**src/rtl/uart_pkg.sv**
```systemverilog
// Shared types and constants for the UART frame parser.
package uart_pkg;

    localparam logic [7:0] SOF_DEFAULT = 8'hA5;

    typedef enum logic [1:0] {
        ST_IDLE    = 2'd0,
        ST_LEN     = 2'd1,
        ST_PAYLOAD = 2'd2,
        ST_CHK     = 2'd3
    } parser_state_t;

endpackage

```
**src/rtl/idle_timer.sv**
```systemverilog
// Inter-byte idle timer: counts run cycles since the last clear and
// saturates at LIMIT, holding expired high until cleared.
module idle_timer #(
    parameter int LIMIT = 50000
) (
    input  logic clk,
    input  logic rst,
    input  logic clear,
    input  logic run,
    output logic expired
);

    localparam int W = (LIMIT < 2) ? 1 : $clog2(LIMIT + 1);

    logic [W-1:0] cnt_q, cnt_d;

    assign expired = (cnt_q == W'(LIMIT));

    // Next count: clear wins, otherwise count while running until saturated.
    always_comb begin
        cnt_d = cnt_q;
        if (clear)
            cnt_d = '0;
        else if (run && !expired)
            cnt_d = cnt_q + 1'b1;
    end

    // Count register.
    always_ff @(posedge clk) begin
        if (rst)
            cnt_q <= '0;
        else
            cnt_q <= cnt_d;
    end

endmodule

```
**src/rtl/uart_frame_parser.sv**
```systemverilog
// Frame parser: SOF, LEN, LEN payload bytes, CHK (8-bit sum of LEN+payload).
// Payload is forwarded through a single output register (1-cycle latency);
// frame status is reported as registered single-cycle pulses plus counters.
module uart_frame_parser
    import uart_pkg::*;
#(
    parameter logic [7:0] SOF     = SOF_DEFAULT,
    parameter int         TIMEOUT = 50000
) (
    input  logic        clk,
    input  logic        rst,
    input  logic [7:0]  in_data,
    input  logic        in_valid,
    output logic        in_ready,
    output logic [7:0]  out_data,
    output logic        out_valid,
    input  logic        out_ready,
    output logic        out_last,
    output logic        frame_ok,
    output logic        frame_err,
    output logic [15:0] ok_count,
    output logic [15:0] err_count,
    output logic [1:0]  state_dbg
);

    parser_state_t state_q, state_d;
    logic [7:0]    rem_q, rem_d;
    logic [7:0]    sum_q, sum_d;
    logic [7:0]    out_data_q, out_data_d;
    logic          out_valid_q, out_valid_d;
    logic          out_last_q, out_last_d;
    logic          ok_q, ok_d;
    logic          err_q, err_d;
    logic [15:0]   ok_cnt_q, ok_cnt_d;
    logic [15:0]   err_cnt_q, err_cnt_d;

    logic rdy;
    logic in_fire;
    logic tmo_expired;

    // Idle timer only advances while upstream has nothing to offer, so an
    // output-side stall never counts as inactivity.
    idle_timer #(.LIMIT(TIMEOUT)) u_timer (
        .clk     (clk),
        .rst     (rst),
        .clear   (in_fire | (state_q == ST_IDLE)),
        .run     ((state_q != ST_IDLE) & ~in_valid),
        .expired (tmo_expired)
    );

    // Upstream ready: always open in IDLE; in PAYLOAD only when the output
    // register can take a byte; closed on the timeout cycle so no byte is lost.
    always_comb begin
        rdy = 1'b0;
        if (!rst) begin
            case (state_q)
                ST_IDLE:    rdy = 1'b1;
                ST_PAYLOAD: rdy = (~out_valid_q | out_ready) & ~tmo_expired;
                default:    rdy = ~tmo_expired;
            endcase
        end
    end

    assign in_fire = in_valid & rdy;

    // Next-state, datapath and status logic.
    always_comb begin
        state_d     = state_q;
        rem_d       = rem_q;
        sum_d       = sum_q;
        out_data_d  = out_data_q;
        out_valid_d = out_valid_q;
        out_last_d  = out_last_q;
        ok_d        = 1'b0;
        err_d       = 1'b0;

        if (out_valid_q && out_ready) begin
            out_valid_d = 1'b0;
            out_last_d  = 1'b0;
        end

        case (state_q)
            ST_IDLE: begin
                if (in_fire && in_data == SOF)
                    state_d = ST_LEN;
            end
            ST_LEN: begin
                if (tmo_expired) begin
                    err_d   = 1'b1;
                    state_d = ST_IDLE;
                end else if (in_fire) begin
                    if (in_data == 8'd0) begin
                        err_d   = 1'b1;
                        state_d = ST_IDLE;
                    end else begin
                        rem_d   = in_data;
                        sum_d   = in_data;
                        state_d = ST_PAYLOAD;
                    end
                end
            end
            ST_PAYLOAD: begin
                if (tmo_expired) begin
                    err_d   = 1'b1;
                    state_d = ST_IDLE;
                end else if (in_fire) begin
                    out_data_d  = in_data;
                    out_valid_d = 1'b1;
                    out_last_d  = (rem_q == 8'd1);
                    sum_d       = sum_q + in_data;
                    rem_d       = rem_q - 8'd1;
                    if (rem_q == 8'd1)
                        state_d = ST_CHK;
                end
            end
            ST_CHK: begin
                if (tmo_expired) begin
                    err_d   = 1'b1;
                    state_d = ST_IDLE;
                end else if (in_fire) begin
                    if (in_data == sum_q)
                        ok_d = 1'b1;
                    else
                        err_d = 1'b1;
                    state_d = ST_IDLE;
                end
            end
            default: state_d = ST_IDLE;
        endcase

        ok_cnt_d  = ok_d  ? ok_cnt_q  + 16'd1 : ok_cnt_q;
        err_cnt_d = err_d ? err_cnt_q + 16'd1 : err_cnt_q;
    end

    // State and output registers; reset aborts any frame silently.
    always_ff @(posedge clk) begin
        if (rst) begin
            state_q     <= ST_IDLE;
            rem_q       <= '0;
            sum_q       <= '0;
            out_data_q  <= '0;
            out_valid_q <= 1'b0;
            out_last_q  <= 1'b0;
            ok_q        <= 1'b0;
            err_q       <= 1'b0;
            ok_cnt_q    <= '0;
            err_cnt_q   <= '0;
        end else begin
            state_q     <= state_d;
            rem_q       <= rem_d;
            sum_q       <= sum_d;
            out_data_q  <= out_data_d;
            out_valid_q <= out_valid_d;
            out_last_q  <= out_last_d;
            ok_q        <= ok_d;
            err_q       <= err_d;
            ok_cnt_q    <= ok_cnt_d;
            err_cnt_q   <= err_cnt_d;
        end
    end

    assign in_ready  = rdy;
    assign out_data  = out_data_q;
    assign out_valid = out_valid_q;
    assign out_last  = out_last_q;
    assign frame_ok  = ok_q;
    assign frame_err = err_q;
    assign ok_count  = ok_cnt_q;
    assign err_count = err_cnt_q;
    assign state_dbg = state_q;

endmodule

```
**config.mk**
```make
export PLATFORM = sky130hd
export DESIGN_NAME = uart_frame_parser
export DESIGN_NICKNAME = d
export VERILOG_FILES = /design/src/rtl/uart_pkg.sv /design/src/rtl/idle_timer.sv /design/src/rtl/uart_frame_parser.sv
export SDC_FILE = /design/constraint.sdc
export NUM_CORES = 1
export LEC_CHECK = 0
export ABC_AREA = 1
export CAP_MARGIN = 20
export CORE_ASPECT_RATIO = 0.8
export CORE_MARGIN = 1.5
export CORE_UTILIZATION = 51
export CTS_CLUSTER_DIAMETER = 60
export DETAILED_ROUTE_END_ITERATION = 10
export PLACE_DENSITY = 0.77
export SYNTH_ARGS = -nofsm -noshare
export SYNTH_HDL_FRONTEND = slang
export SYNTH_HIERARCHICAL = 1
export SYNTH_SLANG_ARGS = --single-unit
```
**constraint.sdc**
```tcl
create_clock -name clk -period 2.3 [get_ports clk]
set_clock_uncertainty 0.2 [all_clocks]
set_input_delay 0.46 -clock clk [delete_from_list [all_inputs] [get_ports clk]]
set_output_delay 0.46 -clock clk [all_outputs]
set_load 0.005 [all_outputs]
```
======== Word level (Yosys, flattened, before mapping) ========
Cells that the tools add are included.
word-level totals
  word-level logic and storage cells ...... 94
  output and inout bits ................... 47
  input bits .............................. 12
  flip-flop bits (word level) ............. 78
operators by class
  reduce and logical (&&, ||, !) cells .... 12
  $add $sub $neg .......................... 5
  mux-type cells .......................... 41
  bitwise gates (word level) .............. 8
  equality and inequality tests ........... 17
operators with widths
  cell                                               number
  two-way mux 8 bit                                  7
  adder 16 x 1 -> 16 bit (second input constant)     3
  one-hot mux 8 bit (2 select lines)                 2
  two-way mux 1 bit                                  20
  two-way mux 2 bit                                  9
  == test 16 bit (second input constant)             1
  inequality test 3 bit (second input constant)      4
  inequality test 2 bit (second input constant)      5
  adder 8 bit                                        1
  == test 8 x 1 -> 1 bit (second input constant)     1
  == test 8 bit                                      1
  == test 8 bit (second input constant)              1
  zero test 8 bit                                    1
  one-hot mux 2 bit (4 select lines)                 1
  subtractor 8 x 1 -> 8 bit (second input constant)  1
  AND reduction 6 bit                                1
  AND reduction 5 bit                                1
  == test 2 bit (second input constant)              2
  nonzero test 2 bit                                 2
  bitwise AND 1 bit                                  3
  logical AND 1 bit                                  3
  inverter 1 bit                                     3
  one-hot mux 1 bit (3 select lines)                 1
  AND reduction 3 bit                                1
  other kinds (7)                                    8

======== Longest topological paths before layout ========
  depth after elaboration ................. 9
  gate-level depth with buffers ........... 13

======== Cells and area by module ========
The synthesis kept the hierarchy.
by module, submodules not included
  module             times used  area an instance (um2)  seq. area each (um2)  cells each
  uart_frame_parser  1           3679.8                  1241.2                566
  idle_timer         1           1152.4                  320.3                 196

======== Worst setup path before layout ========
OpenSTA, ideal clock, no wires.
  path kind ............................... register to output
  from .................................... register u_timer.cnt_q[5]
  to ...................................... output port in_ready
  setup slack ............................. 0.006 ns
  data arrival time ....................... 1.634 ns
  cell stages (with the launch flop) ...... 10
  buffers on the path ..................... 3
  data required time ...................... 1.640 ns
  cell sequence ........................... dfxtp_1 buf_2 nor4_1 nand3_1 nor3_1 nand2_2 buf_1 buf_2 nand3_1 inv_1
between the ends
  word-level cells in the longest chain between the ends .. 5
RTL lines
  what                                  line                     text
  start: declaration                    idle_timer.sv:15         logic [W-1:0] cnt_q, cnt_d;
  start signal: assignment              idle_timer.sv:33         cnt_q <= cnt_d;
  == test 16 bit *                      idle_timer.sv:17         assign expired = (cnt_q == W'(LIMIT));
  named net tmo_expired                 uart_frame_parser.sv:39  logic tmo_expired;
  inverter 1 bit (no line) *            n/a
  bitwise AND 1 bit                     uart_frame_parser.sv:58  ST_PAYLOAD: rdy = (~out_valid_q | out_ready) & ~tmo_expired;
  one-hot mux 1 bit (2 select lines) *  uart_frame_parser.sv:56  case (state_q)
  two-way mux 1 bit *                   uart_frame_parser.sv:55  if (!rst) begin
  end: declaration                      uart_frame_parser.sv:14  output logic in_ready,
The timed path passes the listed nets; every way through them passes the cells marked *.

======== Worst setup path after layout ========
  from .................................... input port in_data[2]
  to ...................................... register err_cnt_q[5], in the netlist err_count[5]
between the ends
  word-level cells in the longest chain between the ends .. 5
  elaborated cells on any way between the ends .. 9
  classes of those cells .................. 1 x eq/ne; 7 x mux; 1 x reduce/logical
RTL lines
  what                                              line                                               text
  start: declaration                                uart_frame_parser.sv:12                            input logic [7:0] in_data,
  == test 8 bit or zero test 8 bit (tied branches)  uart_frame_parser.sv:121, uart_frame_parser.sv:92
  two-way mux 1 bit (on tied branches)              uart_frame_parser.sv:121, uart_frame_parser.sv:92
  two-way mux 1 bit (on tied branches)              uart_frame_parser.sv:120, uart_frame_parser.sv:91
  two-way mux 1 bit (on tied branches)              uart_frame_parser.sv:117, uart_frame_parser.sv:88
  one-hot mux 1 bit (3 select lines) *              uart_frame_parser.sv:82                            case (state_q)
  end signal: assignment                            uart_frame_parser.sv:158                           err_cnt_q <= err_cnt_d;
  end: declaration                                  uart_frame_parser.sv:35                            logic [15:0] err_cnt_q, err_cnt_d;
Every way passes the cells marked *; elsewhere a longest branch is shown, timed or not.
A chain may end at the register's enable or synchronous reset.

==> qor.csv <==
metric,value,unit
status,finished with violations,
failing checks,setup timing,
row cnt,31,
final std cells w/o fill,998,
Yosys reg bits,78,
Routability Congestion,0.9346,
fraction of layout cells with a size suffix above 1,18.46,%
TritonRoute pass-1 iters,5,
first-pass GRT wire length,22660,µm
final setup margin,-0.006805,ns
RSZ-0062 raised after global routing,yes,
"antenna viol nets, final",0,
Core ar.,9115,µm²
Max Clock Freq,433.5,MHz
crit path capture type,flop,
max_cap viols,0,
CTS tree,yes,
post-synth top area share,32.31,%
clock sink count,78,
All-Layer GR Usage,27.13,%
Crit Path Class,in -> reg,
pwr/cell area,449.3,nW/µm²
antenna violations before repair,0,
Post-DP HPWL,9692,µm
Final Max Slew Viols,0,
critical-path maximum fanout,8,
CTS root buffer,clkbuf_16,
clk_lat worst skew,0.34,ns
Syn Inst Count,762,
synthesis warning total,6,
min-delay worst type,reg -> reg,
DR WL met2,6639,µm
Inst Count DP,974,
vias in the first global route,4933,
Power Total,2.982,mW
Worst Path Required,2.37,ns
CP arrival,2.37,ns
grt total ovfl,0,
"Hold Vio Cnt, Final",0,
Synth area leaders,"dfxtp_1 (32%), nand2_1 (16%), nor2_1 (8.1%)",
syn_nets,788,
crit path time final,2.307,ns
CTS clock-pin slew for the worst setup and hold paths,0.06,ns
most area-hungry cell type in the Yosys netlist,dfxtp_1,
Hold Slack,0.2735,ns
vias per cell,5.412,
Mapped Area,4832,µm²
routed wirelength normalized by instance count,14.42,µm
CTS buffer count,9,
part of the cycle the worst path needs,100.3,%
CTS H-tree lvls,3,
Initial Utilization,53.01,%
final setup fails,3,
P_leak,2.638,nW
Die Span Y,90.06,µm
Die Width,111.8,µm
I/O Buffers,58,
maximum clock insertion buffer count,2,
Max VDD drop,0.4940,mV
fin nets,904,
full die area,10070,µm²
Area Overhead vs Synth,37.36,%
max_slew headroom,67.59,%
Metal-1 WL,6335,µm
Worst Max-Slew Pin Slew,0.4862,ns
highest metal used,met4,
most frequent cells in the layout,"nand2_1 (205), nor2_1 (94), dfxtp_1 (76)",
hold_buf cts,0,
Netlist cell types,34,
Post-Route WL,14400,µm
Avg Inst Size Synth,6.341,µm²
Ant. Diodes,0,
DP Worst Slack,-0.3203,ns
DRT iter0 DRCs,505,
metal3 WL,1127,µm
"commonest non-fill, non-tap cell in the layout",nand2_1,
DR DRC count,0,
I/O pins,59,
Worst setup SP type,input port,
largest net degree at the start of global routing,39,
"Seq/Total Area, Yosys",32.31,%
via count,5401,
## through the flow
step | setup TNS (ns) | util (%) | instance area (µm²)
floorplan | 0 | - | 4832
global placement | -9.700 | 64.86 | 5912
detailed placement | -12.13 | 64.86 | 5912
CTS | -0.1344 | 69.53 | 6337
global route | -1.577 | 72.82 | 6638
finish | -0.01205 | 72.82 | 6638
## final cells by class
class                   instances  area, µm²
multi-input cells             580       3103
fillers                       736       2477
repair buffers                128       1211
clock inverters                 6      61.31
inverters                      81      315.3
clock buffers                  10      239.0
well taps                     115      143.9
flip-flops and latches         78       1564
## flip-flops by register name (all words and copies together) (netlist names)
signal,count
state_dbg,2
frame_ok,1
out_data,8
u_timer/cnt_q,16
ok_count,16
out_valid,1
out_last,1
sum_q,8
frame_err,1
rem_q,8
err_count,16
## cells by family after synthesis
kind of cell,Yosys count,synth area share [%]
AND/OR/NAND/NOR,444,39.72
buffers and inverters,105,8.985
AO/OA/AOI/OAI,93,10.12
flip-flops,78,32.31
XOR/XNOR,28,5.075
adder cells (fa/ha/maj),14,3.781
## cells in the mapped netlist
cell type,n
xnor2_1,9
buf_1,1
clkinv_1,3
fa_1,1
inv_1,73
xor2_1,19
nand3_1,76
dfxtp_1,78
ha_1,13
buf_6,4
nor2_1,104
nand4_4,1
nand4_1,22
a31oi_1,1
nand2_2,7
nand3_4,1
inv_2,5
o21ai_1,3
nor4_1,1
clkbuf_1,11
o21a_1,1
o21ai_0,18
a21oi_1,64
nor3b_1,1
and2_1,1
a21oi_2,4
nor3_1,10
nand2_4,1
nand3b_1,2
o21bai_1,1
buf_2,8
nor2_2,7
nand2_1,210
a21boi_0,1
## metal layers
metal	global-route usage, %	up-vias
met3	6.069	27
met2	44.36	218
met4	6.646	0
met1	36.32	2464
li1	-	2692
met5	0	-
## repair_timing
item                       CTS  global route
pin swaps                    4            30
buffers inserted             2             3
gates cloned                 1             2
setup endpoints to repair   18            70
resized for setup           26            56
## report_power, final
| part | internal, mW | switching (mW) |
|---|---|---|
| registers | 1.35 | 0.00221 |
| logic | 0.0797 | 0.103 |
| clock network | 0.866 | 0.579 |
## path summary, 6_finish.rpt
path	start	slack [ns]	end	depth (start not counted)
max reg2reg	u_timer/cnt_q[0]	0.04	err_count[3]	13
max	in_data[2]	-0.007	err_count[5]	11
min	out_data[6]	0.27	out_data[6]	2
min reg2reg	out_data[6]	0.27	out_data[6]	2
## worst max-delay path, stage by stage
cell	delay (ns)
clkdlybuf4s50_1	0.44
ha_1	0.34
nor2_2	0.05
nand3_1	0.09
nor2_2	0.06
buf_4	0.13
nor2_1	0.17
nand3_4	0.22
nand2_8	0.17
nand2_2	0.08
a21oi_2	0.16
No activity file was read; power rests on OpenSTA's default activity.
